--- src/rtl/seg7_scan_driver_pkg.sv ---
// Segment encoding shared by the 7-segment scan driver and its decoder.
// Segment vectors are {g,f,e,d,c,b,a}, active-low (0 = segment lit).
package seg7_scan_driver_pkg;

  typedef logic [6:0] seg_t;

  localparam seg_t SEG_OFF = 7'h7F;

  function automatic seg_t hex_to_seg(input logic [3:0] nib);
    seg_t s;
    case (nib)
      4'h0:    s = 7'b1000000;
      4'h1:    s = 7'b1111001;
      4'h2:    s = 7'b0100100;
      4'h3:    s = 7'b0110000;
      4'h4:    s = 7'b0011001;
      4'h5:    s = 7'b0010010;
      4'h6:    s = 7'b0000010;
      4'h7:    s = 7'b1111000;
      4'h8:    s = 7'b0000000;
      4'h9:    s = 7'b0010000;
      4'hA:    s = 7'b0001000;
      4'hB:    s = 7'b0000011;
      4'hC:    s = 7'b1000110;
      4'hD:    s = 7'b0100001;
      4'hE:    s = 7'b0000110;
      default: s = 7'b0001110;
    endcase
    return s;
  endfunction

endpackage

--- src/rtl/seg7_scan_driver_if.sv ---
// Host-side data/control and display-side pins of the 7-segment scan driver.
// master = host/bench driving the values, slave = the driver itself.
interface seg7_scan_driver_if #(
  parameter int NDIGITS = 4
);
  logic [4*NDIGITS-1:0] value;
  logic [NDIGITS-1:0]   dp;
  logic [NDIGITS-1:0]   blank;
  logic                 load;
  logic [3:0]           duty;
  logic [NDIGITS-1:0]   an;
  logic [6:0]           seg;
  logic                 dp_n;
  logic                 frame;
  logic                 pending;

  modport master (
    output value, dp, blank, load, duty,
    input  an, seg, dp_n, frame, pending
  );

  modport slave (
    input  value, dp, blank, load, duty,
    output an, seg, dp_n, frame, pending
  );
endinterface

--- src/rtl/hex_to_seg7.sv ---
// Combinational nibble to active-low 7-segment pattern.
module hex_to_seg7
  import seg7_scan_driver_pkg::*;
(
  input  logic [3:0] nibble,
  output seg_t       seg
);
  assign seg = hex_to_seg(nibble);
endmodule

--- src/rtl/seg7_scan_driver.sv ---
// Time-multiplexed common-anode 7-segment driver: one digit per slot, shadow
// buffer swapped only at the frame boundary, dead time and 16-step PWM per slot.
module seg7_scan_driver
  import seg7_scan_driver_pkg::*;
#(
  parameter int NDIGITS = 4,
  parameter int NDELAY  = 50000,
  parameter int NBITS   = 16,
  parameter int DEAD    = 500
) (
  input  logic               clk,
  input  logic               rst,
  seg7_scan_driver_if.slave  bus
);

  localparam int                DIGW       = (NDIGITS > 1) ? $clog2(NDIGITS) : 1;
  localparam int                SLICE      = NDELAY / 16;
  localparam logic [NBITS-1:0]  LAST_COUNT = NBITS'(NDELAY - 1);
  localparam logic [DIGW-1:0]   LAST_DIGIT = DIGW'(NDIGITS - 1);
  localparam logic [NBITS-1:0]  DEAD_C     = NBITS'(DEAD);
  localparam logic [NBITS-1:0]  SLICE_C    = NBITS'(SLICE);

  logic [NBITS-1:0]     count_q, count_d;
  logic [DIGW-1:0]      digit_q, digit_d;
  logic [3:0]           duty_q, duty_d;
  logic [4*NDIGITS-1:0] pend_value_q, pend_value_d;
  logic [NDIGITS-1:0]   pend_dp_q, pend_dp_d;
  logic [NDIGITS-1:0]   pend_blank_q, pend_blank_d;
  logic                 pending_q, pending_d;
  logic [4*NDIGITS-1:0] shadow_value_q, shadow_value_d;
  logic [NDIGITS-1:0]   shadow_dp_q, shadow_dp_d;
  logic [NDIGITS-1:0]   shadow_blank_q, shadow_blank_d;
  logic [NDIGITS-1:0]   an_q, an_d;
  seg_t                 seg_q, seg_d;
  logic                 dp_n_q, dp_n_d;
  logic                 frame_q, frame_d;

  logic                 slot_end;
  logic                 frame_end;
  logic [NBITS-1:0]     thresh;
  logic                 lit;
  logic [3:0]           cur_nibble;
  seg_t                 cur_seg;

  assign cur_nibble = shadow_value_q[{digit_q, 2'b00} +: 4];

  hex_to_seg7 u_dec (
    .nibble (cur_nibble),
    .seg    (cur_seg)
  );

  always_comb begin
    slot_end  = (count_q == LAST_COUNT);
    frame_end = slot_end && (digit_q == LAST_DIGIT);

    count_d = slot_end ? '0 : count_q + NBITS'(1);
    digit_d = digit_q;
    if (slot_end) begin
      digit_d = (digit_q == LAST_DIGIT) ? '0 : digit_q + DIGW'(1);
    end
    // Brightness is latched per slot so a slot never mixes two duty levels.
    duty_d = slot_end ? bus.duty : duty_q;

    pend_value_d   = pend_value_q;
    pend_dp_d      = pend_dp_q;
    pend_blank_d   = pend_blank_q;
    pending_d      = pending_q;
    shadow_value_d = shadow_value_q;
    shadow_dp_d    = shadow_dp_q;
    shadow_blank_d = shadow_blank_q;

    if (bus.load) begin
      pend_value_d = bus.value;
      pend_dp_d    = bus.dp;
      pend_blank_d = bus.blank;
      // A load landing on the boundary bypasses the pending stage entirely.
      if (frame_end) begin
        shadow_value_d = bus.value;
        shadow_dp_d    = bus.dp;
        shadow_blank_d = bus.blank;
        pending_d      = 1'b0;
      end else begin
        pending_d      = 1'b1;
      end
    end else if (frame_end && pending_q) begin
      shadow_value_d = pend_value_q;
      shadow_dp_d    = pend_dp_q;
      shadow_blank_d = pend_blank_q;
      pending_d      = 1'b0;
    end

    thresh = NBITS'(duty_q) * SLICE_C;
    lit    = (count_q >= DEAD_C) && (duty_q != 4'd0) &&
             ((duty_q == 4'd15) || (count_q < thresh)) &&
             !shadow_blank_q[digit_q];

    an_d   = '1;
    seg_d  = SEG_OFF;
    dp_n_d = 1'b1;
    if (lit) begin
      an_d[digit_q] = 1'b0;
      seg_d         = cur_seg;
      dp_n_d        = ~shadow_dp_q[digit_q];
    end
    frame_d = frame_end;
  end

  always_ff @(posedge clk or posedge rst) begin
    if (rst) begin
      count_q        <= '0;
      digit_q        <= '0;
      duty_q         <= '0;
      pend_value_q   <= '0;
      pend_dp_q      <= '0;
      pend_blank_q   <= '0;
      pending_q      <= 1'b0;
      shadow_value_q <= '0;
      shadow_dp_q    <= '0;
      shadow_blank_q <= '0;
      an_q           <= '1;
      seg_q          <= SEG_OFF;
      dp_n_q         <= 1'b1;
      frame_q        <= 1'b0;
    end else begin
      count_q        <= count_d;
      digit_q        <= digit_d;
      duty_q         <= duty_d;
      pend_value_q   <= pend_value_d;
      pend_dp_q      <= pend_dp_d;
      pend_blank_q   <= pend_blank_d;
      pending_q      <= pending_d;
      shadow_value_q <= shadow_value_d;
      shadow_dp_q    <= shadow_dp_d;
      shadow_blank_q <= shadow_blank_d;
      an_q           <= an_d;
      seg_q          <= seg_d;
      dp_n_q         <= dp_n_d;
      frame_q        <= frame_d;
    end
  end

  assign bus.an      = an_q;
  assign bus.seg     = seg_q;
  assign bus.dp_n    = dp_n_q;
  assign bus.frame   = frame_q;
  assign bus.pending = pending_q;

endmodule

--- src/flat_wrapper.sv ---
// flat-port wrapper written by rule: the top's interface ports become plain ports
module seg7_scan_driver_flat import seg7_scan_driver_pkg::*;
#(
  parameter int NDIGITS = 4,
  parameter int NDELAY  = 50000,
  parameter int NBITS   = 16,
  parameter int DEAD    = 500
)
  (clk, rst, bus_value, bus_dp, bus_blank, bus_load, bus_duty, bus_an, bus_seg, bus_dp_n, bus_frame, bus_pending);
  seg7_scan_driver_if #(.NDIGITS(NDIGITS)) bus_i ();
  input  logic clk;
  input  logic rst;
  input wire logic [$bits(bus_i.value)-1:0] bus_value;
  input wire logic [$bits(bus_i.dp)-1:0] bus_dp;
  input wire logic [$bits(bus_i.blank)-1:0] bus_blank;
  input wire logic [$bits(bus_i.load)-1:0] bus_load;
  input wire logic [$bits(bus_i.duty)-1:0] bus_duty;
  output wire logic [$bits(bus_i.an)-1:0] bus_an;
  output wire logic [$bits(bus_i.seg)-1:0] bus_seg;
  output wire logic [$bits(bus_i.dp_n)-1:0] bus_dp_n;
  output wire logic [$bits(bus_i.frame)-1:0] bus_frame;
  output wire logic [$bits(bus_i.pending)-1:0] bus_pending;
  assign bus_i.value = bus_value;
  assign bus_i.dp = bus_dp;
  assign bus_i.blank = bus_blank;
  assign bus_i.load = bus_load;
  assign bus_i.duty = bus_duty;
  assign bus_an = bus_i.an;
  assign bus_seg = bus_i.seg;
  assign bus_dp_n = bus_i.dp_n;
  assign bus_frame = bus_i.frame;
  assign bus_pending = bus_i.pending;
  seg7_scan_driver #(.NDIGITS(NDIGITS), .NDELAY(NDELAY), .NBITS(NBITS), .DEAD(DEAD)) u_core (.clk(clk), .rst(rst), .bus(bus_i));
endmodule
--- config.mk ---
export PLATFORM = sky130hd
export DESIGN_NAME = seg7_scan_driver_flat
export DESIGN_NICKNAME = d
export VERILOG_FILES = /design/src/rtl/seg7_scan_driver_pkg.sv /design/src/rtl/seg7_scan_driver_if.sv /design/src/rtl/hex_to_seg7.sv /design/src/rtl/seg7_scan_driver.sv /design/src/flat_wrapper.sv
export SDC_FILE = /design/constraint.sdc
export NUM_CORES = 1
export LEC_CHECK = 0
export ABC_AREA = 1
export BUFFER_PORTS_ARGS = -buffer_cell sky130_fd_sc_hd__buf_2
export CORE_UTILIZATION = 40
export DETAILED_ROUTE_END_ITERATION = 8
export PLACE_DENSITY_LB_ADDON = 0.3
export RECOVER_POWER = 25
export SLEW_MARGIN = 20
export SYNTH_ARGS = -nofsm -noshare
export SYNTH_HDL_FRONTEND = slang
export SYNTH_SLANG_ARGS = --single-unit
--- constraint.sdc ---
create_clock -name clk -period 3.5 [get_ports clk]
set_input_delay 0.35 -clock clk [delete_from_list [all_inputs] [get_ports clk]]
set_output_delay 0.35 -clock clk [all_outputs]
set_load 0.005 [all_outputs]
==> metrics.txt <==
die area approximately 0.013 mm^2; port bufs 44; initial DRC count 233; unrepaired setup endpoints after global routing false; Async SR Flop Fraction 100.0%; number of core rows 40; Antenna diodes 0; setup slack, reg-to-reg 0.25 ns; layout net count 735; Synth cell types 37; Worst slew margin -52.62%; internal power 0.001614 W; P per Cell Area 367.0 mW/mm^2; Max VDD drop between 0.0002 and 0.0003 V; Worst R2R Start u_core.duty_q[1]; R2R Path End u_core.bus.seg[4]; Sw Share 21.88%; kind of critical path flip-flop to flip-flop; post-synth top area cell dfrtp_1; pin count of the biggest net entering global routing 51; sequential share of power 48.5%; layout cells sized above 1 15.71%; critical hold path startpoint bus_value[13]; post-CTS setup buffer count 0; Post-synth top cells nand2_1 (218), dfrtp_1 (72), nand3_1 (55); Max clock buf depth 2; Hold EP u_core.pend_value_q[13]; leak pwr 2.948 nW; crit path DAT 3.49 ns; Synth top area share 36.75%; initial antenna violation count 0; Crit. Startpoint u_core.duty_q[1]; synthesis-to-layout area growth 14.85%; Via Count ~4k; final core occ 47.07%; via/cell ratio between 4 and 5; synthesized area a little under 0.005 mm^2; outcome finished, violations left; sequential area share after synthesis 43.19%; combinational share of power 3.9%; post-CTS resize count 0; failing checks max-capacitance violations, max-slew violations; Synth warnings 0; hold depth 3; first-pass GRT wire length 18,500 um; clock slew at reported path FFs 0.07 ns; TritonCTS clock tree done; # Max-Cap Violations 1; Core ar. 0.01196 mm^2; CP required around 3.7 ns; vias in the first global route 3,760; Hold Buf Count CTS 0; Global Route Usage Sum about 18%; remaining global-route overflow 0; CP Capture Type flip-flop; syn avg cell area 7.945 um^2; gp weighted congestion 0.8811; CP startpoint kind flip-flop; DRT Pass-1 Iters 4; number of synthesized flops with an enable pin 0; htree depth 3; Register-to-Register Path Depth 20; Final Setup Violations 0; worst-margin pin slew between 2 and 2.5 ns; I/O pin total 45; Fmax 307.5 MHz; TNS Setup 0 ns; Clk pwr share between 40 and 50%; Seq cells post-synth 84; crit-path max FO 12; Starting Density 40.98%; HP Class input port to flip-flop; die height 112.7 um; DIE WIDTH ~110 um; Routed WL per cell 13.23 um; clock root cell clkbuf_16; Final period util 92.93%; sw power ~0.00045 W; DP HPWL 7839 um; fin. max-slew vios 50; CTS Sinks 84; TritonCTS buffer count 9; drt drc 0; top post-synthesis cells by area dfrtp_1 (37%), nand2_1 (17%), ha_1 (12%); final hold violations 0; syn nets about 700; Post-Syn Instances 617; post-route ant nets 0; wirelength, routed 10,710 um; top-count cell post-synth nand2_1; worst skew pair latency 0.35 ns; Final min period between 3 and 4 ns; Worst Skew 0.01031 ns; Synth Flop Type dfrtp_1
==> power groups by stage <==
stage / registers (W) / logic [W] / clock network, W
4_1_cts: 0.00100 / 0.0000816 / 0.00100
3_5_place_dp: 0.00102 / 0.0000813 / 0
5_1_grt: 0.00100 / 0.0000932 / 0.00105
2_1_floorplan: 0.00102 / 0.0000472 / 0
6_report: 0.00100 / 0.0000796 / 0.000984
3_3_place_gp: 0.00102 / 0.0000780 / 0
==> sequential cells by signal, indices dropped and copies added, names as in the netlist <==
register and count:
u_core.bus.an 4, u_core.bus.dp_n 1, u_core.bus.frame 1, u_core.bus.pending 1, u_core.bus.seg 7, u_core.count_q 16
u_core.digit_q 2, u_core.duty_q 4, u_core.pend_blank_q 4, u_core.pend_dp_q 4, u_core.pend_value_q 16, u_core.shadow_blank_q 4
u_core.shadow_dp_q 4, u_core.shadow_value_q 16
==> layout by cell type (no fill, tap or decap), types with 3 or more instances in the layout <==
| master | count |
|---|---|
| nor3_1 | 9 |
| xor2_1 | 10 |
| inv_2 | 8 |
| o21ai_0 | 15 |
| dfrtp_1 | 71 |
| nor2_1 | 34 |
| ha_1 | 43 |
| xnor2_1 | 5 |
| a21oi_1 | 21 |
| nand3_1 | 55 |
| nand2_1 | 217 |
| clkbuf_16 | 9 |
| inv_1 | 47 |
| nand4_1 | 8 |
| ha_4 | 3 |
| dfstp_2 | 12 |
| buf_2 | 44 |
| o21ai_1 | 8 |
==> routing by layer <==
layer	GRT usage [%]	routed length (um)
met5	0	0
met1	25.94	5452
met3	2.571	304
met2	28.56	4766
met4	7.200	181
==> how the worst max path moves through the flow <==
| stage | cells after the start | slack [ns] | end |
|---|---|---|---|
| floorplan | 18 | 0.33 | u_core.bus.an[0] |
| global placement | 18 | 0.17 | u_core.bus.seg[4] |
| detailed placement | 18 | 0.09 | u_core.bus.seg[4] |
| CTS | 18 | 0.05 | u_core.bus.seg[4] |
| global route | 19 | 0.01 | u_core.bus.seg[4] |
| finish | 20 | 0.25 | u_core.bus.seg[4] |
==> metrics by stage <==
| stage | power, W | instances | hold WS (ns) | cell area (um^2) | setup slack (ns) |
|---|---|---|---|---|---|
| 2_1_floorplan | 0.001065 | 617 | 0.4366 | 4902 | 0.3260 |
| 3_3_place_gp | 0.001097 | 793 | 0.4557 | 5251 | 0.1718 |
| 3_5_place_dp | 0.001101 | 793 | 0.4581 | 5251 | 0.08727 |
| 4_1_cts | 0.002087 | 809 | 0.2002 | 5563 | 0.05237 |
| 5_1_grt | 0.002143 | 809 | 0.2351 | 5630 | 0.01189 |
| 6_report | 0.002066 | 809 | 0.2279 | 5630 | 0.2475 |
==> kinds of logic (layout without fill, tap and decap cells) <==
logic type | Yosys count | in the layout | synth area share, %
DFF | 84 | 84 | 43.19
xor gates and xnor gates | 15 | 15 | 2.680
adders and majority gates | 47 | 47 | 12.00
buffers and inverters | 76 | 121 | 6.560
AOI/OAI and AO/OA | 57 | 57 | 6.228
and+or+nand+nor | 338 | 338 | 29.35
==> critical path, stage by stage, from the launching register on <==
cell and delay, ns:
dfrtp_1 0.44, ha_1 0.25, xor2_1 0.16, ha_1 0.18, a21o_1 0.18, ha_4 0.29, nand3_1 0.09, nand2_2 0.12
nand3_1 0.09, o211ai_1 0.11, xor2_1 0.18, ha_1 0.25, nand2_1 0.09, inv_1 0.05, nand3_1 0.08, inv_1 0.05
a21oi_1 0.13, nand2_1 0.09, nand2_1 0.11, buf_12 0.14, nand3_1 0.07
==> layout make-up <==
type	count	area (um^2)
clock buffers	11	252.7
clock inverters	5	58.81
fillers	1172	6331
inverters	58	219.0
multi-input cells	457	2530
flip-flops and latches	84	2118
well taps	147	183.9
repair buffers	47	267.8
Power figures use the tool's default switching activity.
